`src/rtl/i2c_tx_shifter.sv`:
```
// Slave-side I2C transmit shifter: pops FIFO bytes and shifts them MSB-first onto open-drain SDA.
// Optional clock stretching on FIFO underrun is enabled with `define I2C_TX_CLK_STRETCH_EN.
module i2c_tx_shifter #(
    parameter logic [7:0]  FILL_BYTE   = 8'hFF,
    parameter int unsigned SYNC_STAGES = 2
) (
    input  logic       clk,
    input  logic       rst,
    input  logic       scl_in,
    input  logic       sda_in,
    input  logic       tx_start,
    input  logic       stop_det,
    input  logic       fifo_empty,
    input  logic [7:0] fifo_data,
    output logic       rd_en_tx,
    output logic       sda_oe,
    output logic       scl_oe,
    output logic       busy,
    output logic       byte_done,
    output logic       nack,
    output logic       underrun
);

    localparam logic [2:0] S_IDLE    = 3'd0;
    localparam logic [2:0] S_FETCH   = 3'd1;
    localparam logic [2:0] S_LOAD    = 3'd2;
    localparam logic [2:0] S_SEND    = 3'd3;
    localparam logic [2:0] S_ACK     = 3'd4;
    localparam logic [2:0] S_STRETCH = 3'd5;

    logic [2:0]             state;
    logic [7:0]             shreg;
    logic [2:0]             bit_cnt;
    logic                   ack_bit;
    logic [SYNC_STAGES-1:0] scl_sync;
    logic [SYNC_STAGES-1:0] sda_sync;
    logic                   scl_s;
    logic                   sda_s;
    logic                   scl_d;
    logic                   scl_rise;
    logic                   scl_fall;

    // Synchronizers reset high so an idle bus produces no spurious edge.
    always_ff @(posedge clk) begin
        if (rst) begin
            scl_sync <= '1;
            sda_sync <= '1;
            scl_d    <= 1'b1;
        end else begin
            scl_sync <= {scl_sync[SYNC_STAGES-2:0], scl_in};
            sda_sync <= {sda_sync[SYNC_STAGES-2:0], sda_in};
            scl_d    <= scl_s;
        end
    end

    assign scl_s    = scl_sync[SYNC_STAGES-1];
    assign sda_s    = sda_sync[SYNC_STAGES-1];
    assign scl_rise =  scl_s & ~scl_d;
    assign scl_fall = ~scl_s &  scl_d;

    always_ff @(posedge clk) begin
        if (rst) begin
            state     <= S_IDLE;
            shreg     <= '0;
            bit_cnt   <= '0;
            ack_bit   <= 1'b0;
            byte_done <= 1'b0;
            nack      <= 1'b0;
        end else begin
            byte_done <= 1'b0;
            nack      <= 1'b0;
            if (stop_det) begin
                state <= S_IDLE;
            end else begin
                case (state)
                    S_IDLE: begin
                        if (tx_start) state <= S_FETCH;
                    end
                    S_FETCH: begin
                        if (!fifo_empty) begin
                            state <= S_LOAD;
                        end else begin
`ifdef I2C_TX_CLK_STRETCH_EN
                            state <= S_STRETCH;
`else
                            shreg   <= FILL_BYTE;
                            bit_cnt <= 3'd7;
                            state   <= S_SEND;
`endif
                        end
                    end
                    S_STRETCH: begin
                        if (!fifo_empty) state <= S_LOAD;
                    end
                    S_LOAD: begin
                        shreg   <= fifo_data;
                        bit_cnt <= 3'd7;
                        state   <= S_SEND;
                    end
                    S_SEND: begin
                        if (scl_fall) begin
                            if (bit_cnt != 3'd0) begin
                                shreg   <= {shreg[6:0], 1'b0};
                                bit_cnt <= bit_cnt - 3'd1;
                            end else begin
                                state <= S_ACK;
                            end
                        end
                    end
                    S_ACK: begin
                        if (scl_rise) begin
                            ack_bit   <= sda_s;
                            byte_done <= 1'b1;
                            nack      <= sda_s;
                        end else if (scl_fall) begin
                            state <= ack_bit ? S_IDLE : S_FETCH;
                        end
                    end
                    default: state <= S_IDLE;
                endcase
            end
        end
    end

    assign rd_en_tx = ~stop_det & ~fifo_empty & ((state == S_FETCH) | (state == S_STRETCH));
    assign sda_oe   = (state == S_SEND) & ~shreg[7];
    assign busy     = (state != S_IDLE);

`ifdef I2C_TX_CLK_STRETCH_EN
    logic stretched;

    // SCL stays held through LOAD so the first bit is on SDA before the master may clock it.
    always_ff @(posedge clk) begin
        if (rst || stop_det) begin
            stretched <= 1'b0;
        end else if (state == S_FETCH && fifo_empty) begin
            stretched <= 1'b1;
        end else if (state == S_LOAD) begin
            stretched <= 1'b0;
        end
    end

    assign scl_oe   = stretched;
    assign underrun = 1'b0;
`else
    assign scl_oe   = 1'b0;
    assign underrun = ~stop_det & fifo_empty & (state == S_FETCH);
`endif

endmodule
```
`config.mk`:
```
export PLATFORM = sky130hd
export DESIGN_NAME = i2c_tx_shifter
export DESIGN_NICKNAME = d
export VERILOG_FILES = /design/src/rtl/i2c_tx_shifter.sv
export SDC_FILE = /design/constraint.sdc
export NUM_CORES = 1
export LEC_CHECK = 0
export ABC_AREA = 0
export CAP_MARGIN = 25
export CORE_MARGIN = 3
export CORE_UTILIZATION = 54
export DETAILED_ROUTE_END_ITERATION = 7
export GPL_TIMING_DRIVEN = 0
export PLACE_DENSITY = 0.91
export SYNTH_ARGS = -nofsm -noshare
export SYNTH_HDL_FRONTEND = slang
export SYNTH_SLANG_ARGS = --single-unit
```
`constraint.sdc`:
```
create_clock -name clk -period 3.6 [get_ports clk]
set_input_delay 0.72 -clock clk [delete_from_list [all_inputs] [get_ports clk]]
set_output_delay 0.72 -clock clk [all_outputs]
set_load 0.02 [all_outputs]
```
==> results.py, run 1 <==
metrics = {
    "outcome": {
        "status": "finished, final reports clean",
    },
    "logic_synthesis": {
        "syn_inst": 123,
        "synth-seq-cells": 22,
        "synth_area_per_cell_sq_um": 9.45,
        "yosys-top-cells-area": "dfxtp_1 38%, a211oi_2 7.5%, nor2b_1 5.4%",
        "ys_types": 39,
        "ys_seq_area_share_pct": 37.9,
        "synth_top_area_cell": "dfxtp_1",
        "syn_area_sq_mm": 0.00116,
        "synth_fp_nets": 140,
        "yosysTopAreaCellShare_pct": 37.9,
        "yosysWarnings": 0,
    },
    "power_and_ir_drop": {
        "p_per_area_mw_per_mm2": 305,
        "peakVddDrop_mv": 0.229,
        "cellLeakagePower_nw": 0.493,
    },
    "worst_setup_path": {
        "r2r_cells": 8,
        "cp_max_fo": 10,
        "critPathMaxStageDelay_ns": 0.62,
        "path_class": "flip-flop to output port",
        "critPathLaunchType": "flip-flop",
        "crit_path_end_kind": "output port",
        "path_common_cell": "clkbuf_1",
        "cpMaxStageDelayCell": "clkdlybuf4s50_1",
        "cp.required_ns": 2.88,
        "cp_cell_sequence": "clkbuf_1, clkbuf_1, nand3b_1, nor3_1, clkdlybuf4s50_1",
        "critPathArrivalTime_ns": 2.45,
    },
    "layout": {
        "final_cell_mix": "22 x dfxtp_1, 19 x clkdlybuf4s50_1, 12 x nor2_1",
        "regArea_sq_um": 440,
        "nNetsFinal": 164,
        "area_growth_pct": 21.2,
        "finalInstanceArea_sq_mm": 0.00141,
        "layout_commonest_cell": "dfxtp_1",
        "nFillCells": 158,
        "antenna_cells": 0,
        "drive_gt1_share_pct": 20.7,
        "multi_input_area_sq_um": 631,
        "utilization_pct": 70.4,
    },
    "sta": {
        "rsz0062_at_grt": "false",
        "layout_setup_ws_ns": 0.430,
        "tns_ns": 0,
        "max_freq_ghz": 0.315,
        "worst_slew_pin_slew_ns": 0.705,
        "hold_viol_final": 0,
        "final.setup_skew_ns": 0.0103,
        "setup_violations": 0,
        "slew_violations": 0,
        "min_period_ns": 3.17,
        "fin_crit_sh_pct": 88.1,
        "hold_slack_ns": 0.420,
        "relSlewSlack_pct": 53.0,
    },
    "detailed_routing": {
        "drt_pass1_iterations": 4,
        "wl_um": 2370,
        "wl_per_cell_um": 13.8,
        "post-route-drc-count": 0,
        "viasPerCell": 5.46,
        "drt_iter0_markers": 14,
        "num_vias": 939,
        "postRouteAntennaNets": 0,
    },
    "grt": {
        "grt_overflow": 0,
        "grt_pass1_vias": 902,
        "grt_max_degree": 12,
        "grtUsageTotal_pct": 19.3,
        "grt_pass1_wl_um": 3960,
        "antenna_found_initial": 0,
    },
    "floorplanning": {
        "start_util_pct": 58.1,
        "die_w_um": 52.4,
        "ios": 22,
        "die_h_um": 52.4,
        "dieArea_sq_mm": 0.00275,
        "placementRows": 16,
        "fp.coreArea_sq_mm": 0.00200,
    },
    "cts": {
        "clock_path_buffers": 2,
        "h-tree-depth": 1,
        "hold_buffers": 0,
        "cts_root_buf": "clkbuf_4",
        "clock_latency_ns": 0.29,
        "tritoncts": "built",
        "clk_pin_slew_ns": 0.12,
        "numCtsBuffers": 3,
        "clock-sinks": 22,
        "cts_resized": 0,
        "postCtsSetupBuffers": 0,
    },
    "min_path": {
        "hp-class": "flip-flop to flip-flop",
        "worst_hold_path.num_cells": 1,
    },
    "placement": {
        "place_hpwl_um": 1820,
        "pre_cts_ws_ns": 0.717,
        "dpl-instance-area_sq_mm": 0.00139,
        "io_buffers": 19,
        "gp_congestion": 0.782,
    },
    "run": {
        "maxCapViolCount": 0,
    },
}
## flip-flops by register name, indices dropped and copies added, names as in the netlist
| name | cells |
|---|---|
| ack_bit | 1 |
| bit_cnt | 3 |
| byte_done | 1 |
| nack | 1 |
| scl_d | 1 |
| scl_sync | 2 |
| sda_sync | 2 |
| shreg | 8 |
| state | 3 |
## cell type report
type | count | share of cell area [%]
Sequential cell | 22 | 31.3
Clock buffer | 3 | 1.60
Inverter | 4 | 1.07
Tap cell | 27 | 2.40
Timing Repair Buffer | 19 | 13.5
Multi-Input combinational cell | 86 | 44.8
Buffer | 11 | 5.42
## cells in the mapped netlist, drive strengths merged
cell,n
a211oi,14
a21oi,2
or3b,1
o21ai,2
nor2b,10
nand3,1
or2,5
buf,6
nand3b,1
o211ai,1
a32oi,1
nor3,3
mux2i,3
dfxtp,22
nor2,14
and3b,1
nand2b,4
a311oi,2
and2,1
nor4bb,1
nand2,7
a31oi,1
o32ai,1
inv,4
and3,1
and2b,1
conb,1
nand4b,1
or2b,1
clkbuf,5
a2111oi,1
o211a,1
and4,1
ha,2
## worst paths after layout
kind	slack [ns]	end	startpoint
max reg2reg	1.43	bit_cnt[1]	bit_cnt[1]
min reg2reg	0.42	scl_sync[1]	scl_sync[0]
min	0.42	scl_sync[1]	scl_sync[0]
max	0.43	underrun	state[0]
## per-layer routing
metal  vias to the layer above  global-route usage (%)  wire length (um)
met5                         -                       0                 0
met4                         0                    6.81                13
met3                         2                    2.85               125
met2                        28                    34.3              1190
met1                       432                    23.2              1040
li1                        477                       -                 -
## critical path: cells and delay by family (launching register included)
family | cells | cell delay [ns]
buffers and inverters | 3 | 1.37
DFF | 1 | 0.46
and+or+nand+nor | 2 | 0.32
## cells by family after synthesis
family,Yosys count,share of synthesized area [%]
AO/OA/AOI/OAI,26,22.3
AND/OR/NAND/NOR,54,26.9
multiplexers,3,2.58
flip-flops,22,37.9
adder cells (fa/ha/maj),2,2.15
buffers and inverters,15,7.86
other,1,0.323
## per-stage QoR
| step | cells | power (mW) |
|---|---|---|
| after floorplan | 123 | 0.304 |
| after global placement | 169 | 0.328 |
| after detailed placement | 169 | 0.332 |
| after CTS | 172 | 0.434 |
| after global routing | 172 | 0.455 |
| final | 172 | 0.430 |
## report_power, final
part	internal, mW	switching (mW)
logic	0.0363	0.0340
registers	0.251	0.00462
clock network	0.0388	0.0653
Power figures use the tool's default switching activity.
==> inputs of run 2 (changes only) <==
--- a/config.mk
+++ b/config.mk
@@ -8,10 +8,10 @@
 export ABC_AREA = 0
 export CAP_MARGIN = 25
 export CORE_MARGIN = 3
-export CORE_UTILIZATION = 54
+export CORE_UTILIZATION = 50
 export DETAILED_ROUTE_END_ITERATION = 7
 export GPL_TIMING_DRIVEN = 0
-export PLACE_DENSITY = 0.91
+export PLACE_DENSITY = 0.86
 export SYNTH_ARGS = -nofsm -noshare
 export SYNTH_HDL_FRONTEND = slang
 export SYNTH_SLANG_ARGS = --single-unit
==> constraint.sdc (replaced) <==
create_clock -name clk -period 3 [get_ports clk]
set_input_delay 0.6 -clock clk [delete_from_list [all_inputs] [get_ports clk]]
set_output_delay 0.6 -clock clk [all_outputs]
set_load 0.02 [all_outputs]
==> results.py, run 2 (synthesis gave the netlist of run 1 again) <==
metrics = {
    "outcome": {
        "status": "finished, final reports clean",
    },
    "detailed_routing": {
        "postRouteAntennaNets": 0,
        "drt_pass1_iterations": 4,
        "num_vias": 931,
        "wl_per_cell_um": 13.0,
        "viasPerCell": 5.38,
        "wl_um": 2260,
        "post-route-drc-count": 0,
        "drt_iter0_markers": 12,
    },
    "floorplanning": {
        "start_util_pct": 55.8,
        "die_w_um": 54.2,
        "placementRows": 16,
        "ios": 22,
        "fp.coreArea_sq_mm": 0.00208,
        "dieArea_sq_mm": 0.00294,
        "die_h_um": 54.2,
    },
    "worst_setup_path": {
        "cp.required_ns": 2.40,
        "cp_max_fo": 10,
        "critPathLaunchType": "flip-flop",
        "critPathArrivalTime_ns": 2.22,
        "crit_path_end_kind": "output port",
        "path_class": "flip-flop to output port",
    },
    "grt": {
        "grt_overflow": 0,
        "grt_max_degree": 13,
        "grtUsageTotal_pct": 18.6,
        "antenna_found_initial": 0,
        "grt_pass1_vias": 896,
        "grt_pass1_wl_um": 3970,
    },
    "layout": {
        "final_cells": 173,
        "area_growth_pct": 22.6,
        "regMostFlops": "shreg",
        "utilization_pct": 68.4,
        "largestRegisters": "shreg: 8 flops, bit_cnt: 3 flops, state: 3 flops",
        "antenna_cells": 0,
        "layout_commonest_cell": "dfxtp_1",
        "nFillCells": 180,
        "multi_input_area_sq_um": 631,
        "nNetsFinal": 164,
        "regArea_sq_um": 440,
        "finalInstanceArea_sq_mm": 0.00143,
        "drive_gt1_share_pct": 22.6,
        "final_cell_mix": "22 x dfxtp_1, 19 x clkdlybuf4s50_1, 12 x nor2_1",
        "largest_reg_flops": 8,
    },
    "cts": {
        "h-tree-depth": 1,
        "tritoncts": "built",
        "postCtsSetupBuffers": 0,
        "cts_root_buf": "clkbuf_4",
        "clock_latency_ns": 0.31,
        "clk_pin_slew_ns": 0.12,
        "clock_path_buffers": 2,
        "numCtsBuffers": 3,
        "clock-sinks": 22,
    },
    "sta": {
        "layout_setup_ws_ns": 0.184,
        "hold_viol_final": 0,
        "rsz0062_at_grt": "false",
        "slew_violations": 0,
        "fin_crit_sh_pct": 93.9,
        "tns_ns": 0,
        "final.setup_skew_ns": 0.00790,
        "setup_violations": 0,
        "worst_slew_pin_slew_ns": 0.684,
        "min_period_ns": 2.82,
        "max_freq_ghz": 0.355,
        "relSlewSlack_pct": 54.4,
        "hold_slack_ns": 0.423,
    },
    "power_and_ir_drop": {
        "p_total_mw": 0.555,
        "p_per_area_mw_per_mm2": 389,
        "cellLeakagePower_nw": 0.507,
        "peakVddDrop_mv": 0.376,
    },
    "placement": {
        "dpl-instance-area_sq_mm": 0.00139,
        "gp_congestion": 0.775,
        "io_buffers": 19,
        "place_hpwl_um": 1650,
        "dp.cells": 169,
        "pre_cts_ws_ns": 0.306,
    },
    "run": {
        "maxCapViolCount": 0,
    },
    "min_path": {
        "hp-class": "flip-flop to flip-flop",
    },
}
==> run 2: changes by cell type in the layout (fill, tap and decap cells not counted), sizes merged <==
cell  delta
buf      +1
==> run 2: layer usage <==
layer / part of all wire, % / vias to the layer above / GRT usage [%] / wire length (um)
li1: - / 476 / - / -
met1: 48 / 423 / 23.8 / 1090
met2: 45 / 26 / 29.7 / 1020
met3: 4.0 / 6 / 2.72 / 91
met4: 2.2 / 0 / 10.4 / 50
met5: 0 / - / 0 / 0
==> run 2: what timing repair did <==
| item | in CTS | in global routing |
|---|---|---|
| cloned | 0 | 0 |
| gates resized for setup | 1 | 3 |
| hold buffers | 0 | 0 |
| endpoints found under the setup margin | 1 | 1 |
==> run 2: report_power, final <==
group | leakage (nW) | internal (mW) | switching (mW)
Combinational | 0.307 | 0.0438 | 0.0401
Clock | 0.0210 | 0.0741 | 0.0898
Sequential | 0.179 | 0.302 | 0.00558
==> run 2: path summary, 6_finish.rpt <==
kind                     from          end  slack, ns  cells after the start
hold reg to reg   sda_sync[0]  sda_sync[1]       0.42                      1
setup / recovery     state[0]     underrun       0.18                      5
setup reg to reg   bit_cnt[0]   bit_cnt[2]       0.83                      8
hold / removal    sda_sync[0]  sda_sync[1]       0.42                      1
==> run 2: layout make-up <==
cell class	count	share of cell area [%]
Tap cell	27	2.37
Multi-Input combinational cell	86	44.2
Sequential cell	22	30.9
Inverter	4	1.05
Buffer	11	5.53
Clock buffer	4	2.55
Timing Repair Buffer	19	13.3
==> run 2: worst max-delay path: stages, from the launching register on <==
cell	delay, ns
dfxtp_1	0.46
buf_2	0.27
clkbuf_2	0.25
nand3b_1	0.11
nor3_1	0.17
clkdlybuf4s50_1	0.64
==> inputs of run 3 (changes only) <==
--- a/config.mk
+++ b/config.mk
@@ -7,11 +7,13 @@
 export LEC_CHECK = 0
 export ABC_AREA = 0
 export CAP_MARGIN = 25
-export CORE_MARGIN = 3
+export CORE_MARGIN = 2
 export CORE_UTILIZATION = 50
+export CTS_CLUSTER_SIZE = 30
 export DETAILED_ROUTE_END_ITERATION = 7
 export GPL_TIMING_DRIVEN = 0
 export PLACE_DENSITY = 0.86
+export SLEW_MARGIN = 0
 export SYNTH_ARGS = -nofsm -noshare
 export SYNTH_HDL_FRONTEND = slang
 export SYNTH_SLANG_ARGS = --single-unit
==> results.py, run 3 (synthesis gave the netlist of run 1 again) <==
metrics = {
    "outcome": {
        "status": "finished, final reports clean",
    },
    "power_and_ir_drop": {
        "p_total_mw": 0.516,
        "pwr-share-clk_pct": 24.3,
        "p_comb_share_pct": 16.1,
        "peakVddDrop_mv": 0.292,
        "p_sw_mw": 0.124,
        "p_per_area_mw_per_mm2": 366,
        "cellLeakagePower_nw": 0.495,
        "sw_frac_of_total_pct": 24.1,
        "p_int_mw": 0.392,
        "power_frac_seq_pct": 59.5,
    },
    "layout": {
        "regMostFlops": "shreg",
        "drive_gt1_share_pct": 21.5,
        "final_cell_mix": "22 x dfxtp_1, 19 x clkdlybuf4s50_1, 12 x nor2_1",
        "utilization_pct": 63.6,
        "nFillCells": 205,
        "layout_commonest_cell": "dfxtp_1",
        "area_growth_pct": 21.1,
        "final_cells": 172,
        "antenna_cells": 0,
        "largest_reg_flops": 8,
        "finalInstanceArea_sq_mm": 0.00141,
        "largestRegisters": "shreg: 8 flops, bit_cnt: 3 flops, state: 3 flops",
        "nNetsFinal": 163,
    },
    "cts": {
        "postCtsSetupBuffers": 0,
        "clock-sinks": 22,
        "clock_latency_ns": 0.29,
        "numCtsBuffers": 3,
        "h-tree-depth": 1,
        "cts_root_buf": "clkbuf_4",
        "clock_path_buffers": 2,
        "tritoncts": "built",
        "clk_pin_slew_ns": 0.12,
    },
    "detailed_routing": {
        "wl_um": 2250,
        "postRouteAntennaNets": 0,
        "viasPerCell": 5.44,
        "num_vias": 936,
        "drt_iter0_markers": 6,
        "wl_per_cell_um": 13.1,
        "post-route-drc-count": 0,
        "drt_pass1_iterations": 4,
    },
    "worst_setup_path": {
        "r2r_start": "bit_cnt[0]",
        "crit_start": "state[0]",
        "path_class": "flip-flop to output port",
        "cp_max_fo": 19,
        "critPathArrivalTime_ns": 2.05,
        "critPathLaunchType": "flip-flop",
        "crit_path_end_kind": "output port",
        "cp-endpoint": "underrun",
        "cp.required_ns": 2.40,
        "rrSetupSlack_ns": 0.77,
        "timing.rr.end": "bit_cnt[1]",
        "r2r_cells": 8,
    },
    "placement": {
        "io_buffers": 19,
        "dpl-instance-area_sq_mm": 0.00139,
        "gp_congestion": 0.767,
        "pre_cts_ws_ns": 0.287,
        "dp.cells": 170,
        "place_hpwl_um": 1740,
    },
    "grt": {
        "grt_pass1_wl_um": 3760,
        "grt_pass1_vias": 933,
        "grtUsageTotal_pct": 18.7,
        "grt_overflow": 0,
        "antenna_found_initial": 0,
        "grt_max_degree": 12,
    },
    "sta": {
        "fin_crit_sh_pct": 88.3,
        "layout_setup_ws_ns": 0.350,
        "min_period_ns": 2.65,
        "relSlewSlack_pct": 56.9,
        "slew_violations": 0,
        "tns_ns": 0,
        "hold_viol_final": 0,
        "rsz0062_at_grt": "false",
        "final.setup_skew_ns": 0.0119,
        "worst_slew_pin_slew_ns": 0.647,
        "setup_violations": 0,
        "max_freq_ghz": 0.377,
        "hold_slack_ns": 0.421,
    },
    "floorplanning": {
        "fp.coreArea_sq_mm": 0.00221,
        "dieArea_sq_mm": 0.00273,
        "start_util_pct": 52.5,
        "die_w_um": 52.2,
        "die_h_um": 52.2,
        "ios": 22,
        "placementRows": 17,
    },
    "min_path": {
        "hp-start": "scl_sync[0]",
        "hp-class": "flip-flop to flip-flop",
    },
    "run": {
        "maxCapViolCount": 0,
    },
}
## run 3: changes by cell type in the layout (fill, tap and decap cells not counted), sizes merged
cell / before / now
buf: 7 / 6
clkbuf: 8 / 7
## run 3: how the worst min path moves through the flow
stage	end	slack (ns)	cells after the start
after floorplan	scl_sync[1]	0.39	1
after global placement	sda_sync[1]	0.39	1
after detailed placement	scl_sync[1]	0.40	1
after CTS	scl_sync[1]	0.42	1
after global routing	sda_sync[1]	0.44	1
final	scl_sync[1]	0.42	1
## run 3: power groups by stage
stage	Clock (mW)	Combinational [mW]	Sequential, mW
final	0.125	0.0833	0.307
after global routing	0.145	0.0921	0.308
after CTS	0.130	0.0846	0.307
after detailed placement	0	0.0840	0.314
after global placement	0	0.0804	0.313
after floorplan	0	0.0532	0.312
## run 3: worst max-delay path: stages, from the launching register on
cell and delay, ns:
dfxtp_1 0.46, clkbuf_2 0.37, nand3b_1 0.14, nor3_1 0.14, clkdlybuf4s50_1 0.64
## run 3: area by class of cell
class | instances | area, sq um | area share, %
Buffer | 10 | 73.8 | 5.24
Tap cell | 28 | 35.0 | 2.49
Timing Repair Buffer | 19 | 190 | 13.5
Sequential cell | 22 | 440 | 31.3
Clock buffer | 3 | 22.5 | 1.60
Multi-Input combinational cell | 86 | 631 | 44.8
Inverter | 4 | 15.0 | 1.07
## run 3: timing repair
item,CTS,global route
endpoints found under the setup margin,1,1
gates resized for setup,1,0
hold buffers,0,0
cloned,0,0
## run 3: layer usage
metal	GRT usage (%)	wire, um	vias to the layer above
met5	0	0	-
met4	7.26	14	0
met3	2.86	49	2
met2	34.2	1170	14
met1	21.5	1020	447
li1	-	-	473
